==> src/rtl/hbridge_guard.sv <==
// H-bridge drive guard: shoot-through-safe registered bridge drive with
// dead-time on reversal, overcurrent trip with timed retry, and latched fault.
//
// state     | meaning
// ----------+-------------------------------------------------------------
// S_IDLE    | bridge off, waiting for a legal nonzero request
// S_DRIVE   | bridge follows the request in the latched direction
// S_DEAD    | reversal dead-time, bridge off
// S_OC_WAIT | cool-down after an overcurrent trip, bridge off
// S_FAULT   | too many trips, bridge off until fault_clr
module hbridge_guard #(
    parameter int          DEADTIME_CYC = 1000,
    parameter logic [15:0] OC_THRESH    = 16'd800,
    parameter int          OC_SAMPLES   = 4,
    parameter int          RETRY_CYC    = 1000000,
    parameter int          MAX_RETRIES  = 3
) (
    input  logic        clk,
    input  logic        reset,
    input  logic [3:0]  in_req,
    input  logic [15:0] current,
    input  logic        current_valid,
    input  logic        fault_clr,
    output logic [3:0]  IN,
    output logic        fault,
    output logic        oc_active,
    output logic        illegal_req
);

    localparam int TMR_MAX = (DEADTIME_CYC > RETRY_CYC) ? DEADTIME_CYC : RETRY_CYC;
    localparam int TMR_W   = $clog2(TMR_MAX + 1);
    localparam int OC_W    = $clog2(OC_SAMPLES + 1);
    localparam int RT_W    = $clog2(MAX_RETRIES + 1);

    localparam logic [TMR_W-1:0] DEAD_LOAD  = TMR_W'(DEADTIME_CYC - 1);
    localparam logic [TMR_W-1:0] RETRY_LOAD = TMR_W'(RETRY_CYC - 1);
    localparam logic [OC_W-1:0]  OC_LAST    = OC_W'(OC_SAMPLES - 1);
    localparam logic [RT_W-1:0]  RT_MAX     = RT_W'(MAX_RETRIES);

    typedef enum logic [2:0] {
        S_IDLE,
        S_DRIVE,
        S_DEAD,
        S_OC_WAIT,
        S_FAULT
    } state_t;

    state_t           state, state_nxt;
    logic [3:0]       dir, dir_nxt;
    logic [3:0]       in_nxt;
    logic [TMR_W-1:0] tmr;
    logic [OC_W-1:0]  oc_cnt;
    logic [RT_W-1:0]  retry_cnt;
    logic [RT_W-1:0]  retry_inc;

    logic       req_legal;
    logic [3:0] req_eff;
    logic       oc_over;
    logic       oc_trip;

    assign req_legal = (in_req == 4'b0000) || (in_req == 4'b1001) || (in_req == 4'b0110);
    assign req_eff   = req_legal ? in_req : 4'b0000;
    assign oc_over   = current > OC_THRESH;
    // The sample that brings the run to OC_SAMPLES trips in the same cycle.
    assign oc_trip   = (state == S_DRIVE) && current_valid && oc_over && (oc_cnt == OC_LAST);
    assign retry_inc = retry_cnt + RT_W'(1);

    always_ff @(posedge clk or negedge reset) begin
        if (!reset) begin
            state       <= S_IDLE;
            dir         <= 4'b0000;
            IN          <= 4'b0000;
            illegal_req <= 1'b0;
            tmr         <= '0;
            oc_cnt      <= '0;
            retry_cnt   <= '0;
        end else begin
            state       <= state_nxt;
            dir         <= dir_nxt;
            IN          <= in_nxt;
            illegal_req <= ~req_legal;

            if (state != S_DEAD && state_nxt == S_DEAD)
                tmr <= DEAD_LOAD;
            else if (state != S_OC_WAIT && state_nxt == S_OC_WAIT)
                tmr <= RETRY_LOAD;
            else if ((state == S_DEAD || state == S_OC_WAIT) && tmr != '0)
                tmr <= tmr - TMR_W'(1);

            if (state != S_DRIVE || oc_trip)
                oc_cnt <= '0;
            else if (current_valid)
                oc_cnt <= oc_over ? oc_cnt + OC_W'(1) : '0;

            if (state == S_FAULT && fault_clr)
                retry_cnt <= '0;
            else if (oc_trip)
                retry_cnt <= retry_inc;
        end
    end

    always_comb begin
        state_nxt = state;
        dir_nxt   = dir;
        case (state)
            S_IDLE: begin
                if (req_eff != 4'b0000) begin
                    dir_nxt   = req_eff;
                    state_nxt = S_DRIVE;
                end
            end
            S_DRIVE: begin
                // A trip outranks a simultaneous reversal.
                if (oc_trip)
                    state_nxt = (retry_inc == RT_MAX) ? S_FAULT : S_OC_WAIT;
                else if (req_eff != 4'b0000 && req_eff != dir) begin
                    dir_nxt   = req_eff;
                    state_nxt = S_DEAD;
                end
            end
            S_DEAD: begin
                if (req_eff != 4'b0000)
                    dir_nxt = req_eff;
                if (tmr == '0)
                    state_nxt = S_DRIVE;
            end
            S_OC_WAIT: begin
                if (tmr == '0)
                    state_nxt = S_IDLE;
            end
            S_FAULT: begin
                if (fault_clr)
                    state_nxt = S_IDLE;
            end
            default: state_nxt = S_IDLE;
        endcase
    end

    always_comb begin
        in_nxt    = 4'b0000;
        fault     = (state == S_FAULT);
        oc_active = (state == S_OC_WAIT);
        // req_eff only ever holds 0000/1001/0110, so IN cannot short a leg.
        if (state_nxt == S_DRIVE && req_eff == dir_nxt)
            in_nxt = req_eff;
    end

endmodule

==> config.mk <==
export PLATFORM = sky130hd
export DESIGN_NAME = hbridge_guard
export DESIGN_NICKNAME = d
export VERILOG_FILES = /design/src/rtl/hbridge_guard.sv
export SDC_FILE = /design/constraint.sdc
export NUM_CORES = 1
export LEC_CHECK = 0
export CORE_ASPECT_RATIO = 1.2
export CORE_UTILIZATION = 25
export DETAILED_ROUTE_END_ITERATION = 16
export REMOVE_ABC_BUFFERS = 1
export SYNTH_ARGS = -nofsm -noshare
export SYNTH_HDL_FRONTEND = slang
export SYNTH_SLANG_ARGS = --single-unit
export TNS_END_PERCENT = 10
==> constraint.sdc <==
create_clock -name clk -period 2.8 [get_ports clk]
set_clock_uncertainty 0.15 [all_clocks]
set_input_delay 0.84 -clock clk [delete_from_list [all_inputs] [get_ports clk]]
set_output_delay 0.84 -clock clk [all_outputs]
set_load 0.01 [all_outputs]
==> results.yml <==
clocking:
  cts_root_buf: "clkbuf_8"
  htreeDepth: 2
  cts_tree: "built"
  clockBufferDepth: 2
  numCtsBuffers: 5
  hold_buffers: 0
  clk_pin_slew_ns: 0.08
  clock-sinks: 37
  insertion_delay_ns: 0.29
global_routing:
  grt_pass1_vias: 1973
  grt_max_degree: 17
  grt_pass1_wl_um: 8997
  gr-usage-all-layers_pct: 12.30
  gr-total-overflow: 0
  antenna_found_initial: 0
hold_path:
  min_path_type: "primary input to asynchronous set/reset pin"
place:
  placed_area_um2: 2725
  port-buffer-count: 30
  gp_congestion: 0.8213
  place_hpwl_um: 4137
  pre_cts_ws_ns: -0.3181
  numPlacedInstances: 398
cells_and_area:
  drive_gt1_share_pct: 18.34
  final_common_cell: "dfrtp_1"
  stdcell_count: 406
  nets: 317
  fin_area_um2: 2917
  utilization_pct: 34.05
  layout_common_cells: "dfrtp_1 (36), nor2_1 (31), clkdlybuf4s50_1 (28)"
  nFillCells: 897
  diodes: 0
  area.growth.synth_to_final_pct: 32.75
die:
  pin_count: 31
  die_h_um: 104.7
  die_w_um: 87.58
  rows: 37
  initial_utilization_pct: 25.65
  coreArea_um2: 8564
  dieArea_um2: 9169
sta:
  slew_headroom_pct: 71.61
  fmaxAchievable_mhz: 362.0
  rsz0062_at_grt: "true"
  hold_violations: 0
  finalCritPeriodShare_pct: 98.66
  period_needed_ns: 2.763
  setup_violations: 0
  drv_slew: 0
  worst_slack_ns: 0.03743
  tightest_slew_ns: 0.4226
route:
  maxUsedRoutingLayer: "met4"
  drt_iter0_markers: 70
  routedLengthMet1_um: 2414
  wl_met3_um: 251
  drc: 0
  wl_per_cell_um: 13.71
  via_count: 1982
  vias_per_cell: 4.882
  dr_wl_met2_um: 2867
  ant_nets: 0
  dr.pass1.iters: 4
  wirelength_um: 5565
critical_path:
  critical_path_class: "primary input to flop"
  required_ns: 2.81
  worstReg2RegStart: "tmr[0]"
  worstPathArrival_ns: 2.77
  max_stage_delay_ns: 0.44
  crit_family: "compound AO/OA/AOI/OAI gates"
  critical_path_buf_inv_count: 1
  crit_chain: "clkdlybuf4s50_1 > nor4_2 > nand2_1 > a22o_4 > a211o_4 > and3_4 > o21ai_1 > o311ai_1"
  r2r.worst_path.cells: 9
  r2r_end: "tmr[18]"
  cp-end-kind: "flop"
  critical_path.max_fanout: 12
  cp_slowest_cell: "clkdlybuf4s50_1"
  critPathLaunchType: "primary input"
  cp.depth: 8
  rrSetupSlack_ns: 0.36
synthesis:
  ys_seq_area_share_pct: 42.14
  syn_avg_cell_area_um2: 9.232
  ys_ff_latch: 37
  syn_area_um2: 2197
  synth_top_area_share_pct: 42.14
  yosysTopAreaCell: "dfrtp_1"
  synth_cell_types: 60
  synthCells: 238
  synthArstFlopShare_pct: 100.0
  ys_top_cells_by_area: "dfrtp_1 (42%), nor2_1 (5.3%), nand2_1 (3.2%), ha_1 (2.8%), a21oi_1 (2.5%)"
  yosysWarnings: 0
  synth_edf_count: 0
  synthFlopType: "dfrtp_1"
pwr:
  p_per_area_nw_per_um2: 741.1
  leakage_nw: 1.169
  vdd.ir_drop.worst_v: 0.0002611
run_status:
  status: "finished clean"
flow_run:
  maxCapViolCount: 0
## cell families after synthesis
logic type	share of synthesized area, %
simple gates	26.54
compound gates	19.36
mux	0.9681
buf+inv	4.954
flops	42.14
xor+xnor	3.189
fa+ha+maj	2.847
## synthesized netlist by cell type (4+ instances only)
cell	n
nor4_1	5
inv_1	10
xor2_1	4
nand2b_1	4
nor3_1	11
nand4_1	4
nand2_1	19
nand3_1	9
a21oi_1	11
xnor2_1	4
ha_1	5
nor2_1	31
o21ai_1	8
o211ai_1	4
o21ai_0	11
and2_1	4
o311ai_1	4
dfrtp_1	37
## area by class of cell
type                            count  area, um2  area share, %
Multi-Input combinational cell    183       1216          41.70
Sequential cell                    37      927.1          31.79
Timing Repair Buffer               51      455.4          15.62
Tap cell                          117      146.4          5.019
Clock buffer                        5      68.82          2.360
Clock inverter                      3      65.06          2.231
Inverter                           10      37.54          1.287
## sequential cells by signal (all words and copies together) (netlist names)
register and cells:
retry_cnt 2, dir 4, IN 4, illegal_req 1, tmr 20, oc_cnt 3
state 3
## repair_timing
item,CTS,global route
pin swaps,0,3
resized for setup,1,11
endpoints found under the setup margin,2,24
setup buffers,0,0
## per-layer routing
| layer | track usage (%) | up-vias |
|---|---|---|
| met5 | 0 | - |
| li1 | - | 964 |
| met1 | 14.35 | 961 |
| met3 | 2.449 | 4 |
| met2 | 22.15 | 53 |
| met4 | 3.747 | 0 |
## worst max path at each step
| stage | startpoint | to | slack (ns) |
|---|---|---|---|
| CTS | current[12] | IN[2] | 0.02 |
| detailed placement | in_req[2] | tmr[16] | -0.32 |
| global placement | current[12] | IN[1] | -0.27 |
| floorplan | current[12] | tmr[6] | 0.24 |
| finish | current[7] | tmr[8] | 0.04 |
| global route | current[7] | tmr[16] | -0.07 |
## worst reg2reg max path: stages, from the launching register on
cell and delay [ns]:
dfrtp_1 0.41, inv_1 0.11, ha_1 0.19, nor3b_1 0.29, nand3_1 0.24, nor3_1 0.40
and2_1 0.24, a21oi_1 0.08, o21ai_1 0.12, nand3_1 0.09
## stage by stage
| stage | total power [mW] | hold WS, ns | TNS (ns) |
|---|---|---|---|
| final | 2.161 | 0.3095 | 0 |
| after global routing | 2.316 | 0.3166 | -0.6382 |
| after CTS | 2.158 | 0.3199 | 0 |
| after detailed placement | 1.601 | 0.3399 | -6.808 |
| after global placement | 1.586 | 0.3265 | -4.614 |
| after floorplan | 1.319 | 0.3079 | 0 |
## power by group
part | switching (mW) | internal (mW) | total [mW] | leakage [nW]
Sequential | 0.178 | 0.674 | 0.852 | 0.469
Clock | 0.196 | 0.354 | 0.550 | 0.0681
Combinational | 0.408 | 0.352 | 0.760 | 0.632
Total | 0.782 | 1.38 | 2.16 | 1.17
No activity file was read; power rests on OpenSTA's default activity.
==> variant 1 (config.mk and constraints unchanged) <==
Put a register stage on the output `fault`, with the module's reset. The value now appears one clock later. The other outputs are not delayed to match.
--- a/src/rtl/hbridge_guard.sv
+++ b/src/rtl/hbridge_guard.sv
@@ -46,2 +46,4 @@
     } state_t;
+
+    logic fault_d;
 
@@ -140,3 +142,3 @@
         in_nxt    = 4'b0000;
-        fault     = (state == S_FAULT);
+        fault_d   = (state == S_FAULT);
         oc_active = (state == S_OC_WAIT);
@@ -147,2 +149,10 @@
 
+    always_ff @(posedge clk or negedge reset) begin
+        if (!reset) begin
+            fault <= '0;
+        end else begin
+            fault <= fault_d;
+        end
+    end
+
 endmodule
Behaviour: no difference found for any inputs over 10 cycles, from zero or initial values and one cycle with reset low; that may be too few to reach the edited logic, so the function may still have changed.
==> variant 1 against the original RTL <==
Total power increased by 2.6%. Setup slack better by 0.0037 ns. Via count down 1.5%. Register-to-register slack improved by 0.17 ns. Synthesized area rose by 1.1%. Count of clock-buffer cells in the layout did not move. Non-clock buffer count stayed put. Cell area grew 1.6%. Sequential cell count is 1 higher. Fmax is 0.13% higher. Cell count is 0.25% higher. Wire length decreased by 4.0%. Critical path type unchanged. Critical endpoint is now IN[2].
==> variant 1: results (changes against the original RTL) <==
[layout]
final_nets = 318  ; +0.32%
fillCellCount = 905  ; +0.89%
multiInputGateArea_um2 = 1220  ; +0.51%
fin_cells = 407  ; +0.25%
buf_share_pct = 15.8  ; +0.17 points
regArea_um2 = 952  ; +2.7%
fin_area_um2 = 2960  ; +1.6%
drive_gt1_share_pct = 18.6  ; +0.28 points

[synthesis]
yosys-top-cells-area = dfrtp_1 (43%), nor2_1 (5.2%), nand2_1 (3.2%), ha_1 (2.8%), a21oi_1 (2.5%)
seq_area_frac_synth_pct = 42.8  ; +0.65 points
synthTopCellsByCount = dfrtp_1 (38), nor2_1 (31), nand2_1 (19)

[pwr]
p_leak_nw = 1.23  ; +4.9%
vdd_drop_max_mv = 0.305  ; +17%
total_power_mw = 2.22  ; +2.6%
seqPwrFrac_pct = 39.2  ; -0.2 points
power_frac_comb_pct = 35.3  ; about the same
p_sw_share_pct = 36.7  ; +0.53 points

[route]
viasPerCell = 4.80  ; -1.7%
wl_per_cell_um = 13.1  ; -4.3%

[grt]
grt_pass1_wl_um = 8870  ; -1.4%
gr-usage-all-layers_pct = 12.0  ; -0.31 points
grtUsageMet3_pct = 2.90  ; +0.45 points
met2_usage_pct = 22.8  ; +0.60 points

[sta]
tightest_slew_ns = 0.381  ; -0.0418 ns

[worst_setup_path]
critPathMaxFanout = 5  ; -7
r2r_cells = 7  ; -2

[placement]
place.gp.congestion = 0.787  ; -4.2%
dp_hpwl_um = 3960  ; -4.2%
dp.cells = 399  ; +0.25%

[outcome]
status = finished, final reports clean

## variant 1: cell families after synthesis
group | Yosys count | synth area share (%)
compound gates | 60 | 19.1
xor+xnor | 8 | 3.15
fa+ha+maj | 5 | 2.82
buf+inv | 18 | 4.90
flops | 38 | 42.8
mux | 2 | 0.957
simple gates | 108 | 26.2
## variant 1: final timing paths
| path | end | slack, ns | from |
|---|---|---|---|
| worst max-delay path | IN[2] | 0.04 | in_req[2] |
| worst min-delay path | dir[3] | 0.27 | reset |
| worst max register to register | IN[1] | 0.53 | tmr[9] |
| worst min register to register | retry_cnt[0] | 0.36 | retry_cnt[0] |
| max in group asynchronous | state[2] | 1.72 | reset |
| min in group clk | retry_cnt[0] | 0.36 | retry_cnt[0] |
## variant 1: what timing repair did
item	CTS	global route
endpoints found under the setup margin	0	19
setup buffers	0	0
hold buffers	0	0
resized for setup	0	19
## variant 1: routing by layer
metal / vias up / share of wire [%]
met5: - / 0
met4: 0 / 0.51
met3: 5 / 3.6
met2: 29 / 52
met1: 951 / 44
li1: 968 / -
==> variant 2 (same flow settings) <==
Made on the original files. The parameter `OC_THRESH` goes from 16'd800 to 16'd600.
--- a/src/rtl/hbridge_guard.sv
+++ b/src/rtl/hbridge_guard.sv
@@ -12,3 +12,3 @@
     parameter int          DEADTIME_CYC = 1000,
-    parameter logic [15:0] OC_THRESH    = 16'd800,
+    parameter logic [15:0] OC_THRESH    = 16'd600,
     parameter int          OC_SAMPLES   = 4,
Formal check against the unedited RTL: not equivalent (Yosys sat finds a counterexample within 10 cycles, from zero or initial values and one cycle with reset low).
==> variant 2 against the original RTL <==
Cell count rose by 1.5%. Wire length fell by 1.3%. Sequential cell count did not move. Synthesized area rose by 2.2%. Sequential share of layout area fell by 0.50 points. Highest routed layer unchanged. Largest cell class unchanged. Worst hold slack improved by 0.034 ns. Critical path type unchanged. Cell area rose by 1.5%. Total power fell by 12%. Setup slack improved by 0.0074 ns.
==> variant 2: results (changes against the original RTL) <==
[grt]
grt_pass1_wl_um = 9170  ; +1.9%
grt_max_degree = 20  ; +3
antenna_found_initial = 0  ; unchanged
grt_pass1_vias = 2038  ; +3.3%
gr-usage-all-layers_pct = 12.2  ; -0.072 points

[synthesis]
ys_async_sr_fraction_pct = 100  ; unchanged
yosys-top-cells-area = dfrtp_1 (41%), nand2_1 (4.0%), nor2_1 (3.8%), nor3_1 (2.9%), ha_1 (2.8%)
seq_area_frac_synth_pct = 41.2  ; -0.92 points
synthTopCellsByCount = dfrtp_1 (37), nand2_1 (24), nor2_1 (23)
yosysUniqueCellTypes = 62  ; +3.3%
syn_area_per_cell_um2 = 9.40  ; +1.8%

[cts]
cts_buffers = 5  ; unchanged

[placement]
dp_hpwl_um = 4050  ; -2.0%
dp.cells = 403  ; +1.3%
place.gp.congestion = 0.808  ; -1.7%

[route]
wl_per_cell_um = 13.3  ; -2.7%
viasPerCell = 4.96  ; +1.6%
drt-pass1-iter-count = 4  ; unchanged
routed_wl_um = 5490  ; -1.3%
drtIter0Drc = 47  ; -33%

[hold_path]
holdCritPathClass = in -> async

[worst_setup_path]
worstPathArrival_ns = 2.83  ; +0.06 ns
slowest_stage = clkdlybuf4s50_1
cpPeakStageDelay_ns = 0.42  ; -0.02 ns
crit_family = buffers and inverters
critPathMaxFanout = 5  ; -7

[pwr]
vdd_drop_max_mv = 0.229  ; -12%
p_leak_nw = 1.21  ; +3.7%

[layout]
drive_gt1_share_pct = 21.0  ; +2.7 points
final_nets = 323  ; +1.9%

[sta]
tightest_slew_ns = 0.554  ; +0.132 ns

[outcome]
status = finished, final reports clean

==> variant 2: layout make-up <==
class / instances / area [um^2]
timing repair buffer: 56 / 490
inverter: 11 / 41.3
clock buffer: 6 / 72.6
sequential: 37 / 926
tap: 117 / 146
multi-input combinational: 183 / 1270
fill: 910 / 5700
clock inverter: 2 / 10.0
==> variant 2: report_power, final <==
part	total, mW	internal (mW)	switching (mW)
logic	0.689	0.346	0.343
registers	0.841	0.666	0.176
clock network	0.362	0.173	0.190
total	1.89	1.18	0.708
==> variant 2: kinds of logic after synthesis <==
| logic type | Yosys count | synth area share (%) |
|---|---|---|
| AOI/OAI and AO/OA | 58 | 20.4 |
| xor gates and xnor gates | 7 | 2.73 |
| adders and majority gates | 5 | 2.79 |
| buffers and inverters | 19 | 4.90 |
| DFF | 37 | 41.2 |
| muxes | 2 | 0.947 |
| and+or+nand+nor | 111 | 27.0 |
==> variant 2: timing repair <==
action,4_1_cts,5_1_grt
resized for setup,0,11
hold buffers,0,0
endpoints found under the setup margin,0,27
buffers inserted,0,1
==> variant 2: worst reg2reg max path, delay by kind of cell, from the launching register on <==
kind | cells | cell delay, ns
and+or+nand+nor | 3 | 0.97
AOI/OAI and AO/OA | 3 | 0.80
DFF | 1 | 0.44
buffers and inverters | 1 | 0.16
==> variant 2: through the flow <==
stage	hold slack [ns]	setup slack, ns	cell area, um^2
3_5_place_dp	0.337	-0.283	2810
6_report	0.344	0.0448	2960
4_1_cts	0.349	0.0204	2890
2_1_floorplan	0.311	-0.00553	2180
3_3_place_gp	0.330	-0.255	2810
5_1_grt	0.373	-0.0820	2960
==> variant 2: path summary, 6_finish.rpt <==
kind / from / end / slack [ns] / depth (start not counted)
setup / recovery: current[12] / IN[1] / 0.04 / 9
hold / removal: reset / oc_cnt[2] / 0.34 / 1
setup reg to reg: tmr[8] / IN[1] / 0.22 / 7
hold reg to reg: retry_cnt[0] / retry_cnt[0] / 0.34 / 1
max in group asynchronous: reset / tmr[16] / 1.52 / 2
min in group clk: retry_cnt[0] / retry_cnt[0] / 0.34 / 1
==> variant 2: routing by layer <==
metal | track usage [%] | part of all wire (%) | up-vias
met5 | 0 | 0 | -
met2 | 21.5 | 49 | 53
met4 | 2.76 | 0.98 | 0
met1 | 15.0 | 44 | 979
met3 | 2.58 | 5.4 | 7
li1 | - | - | 1004
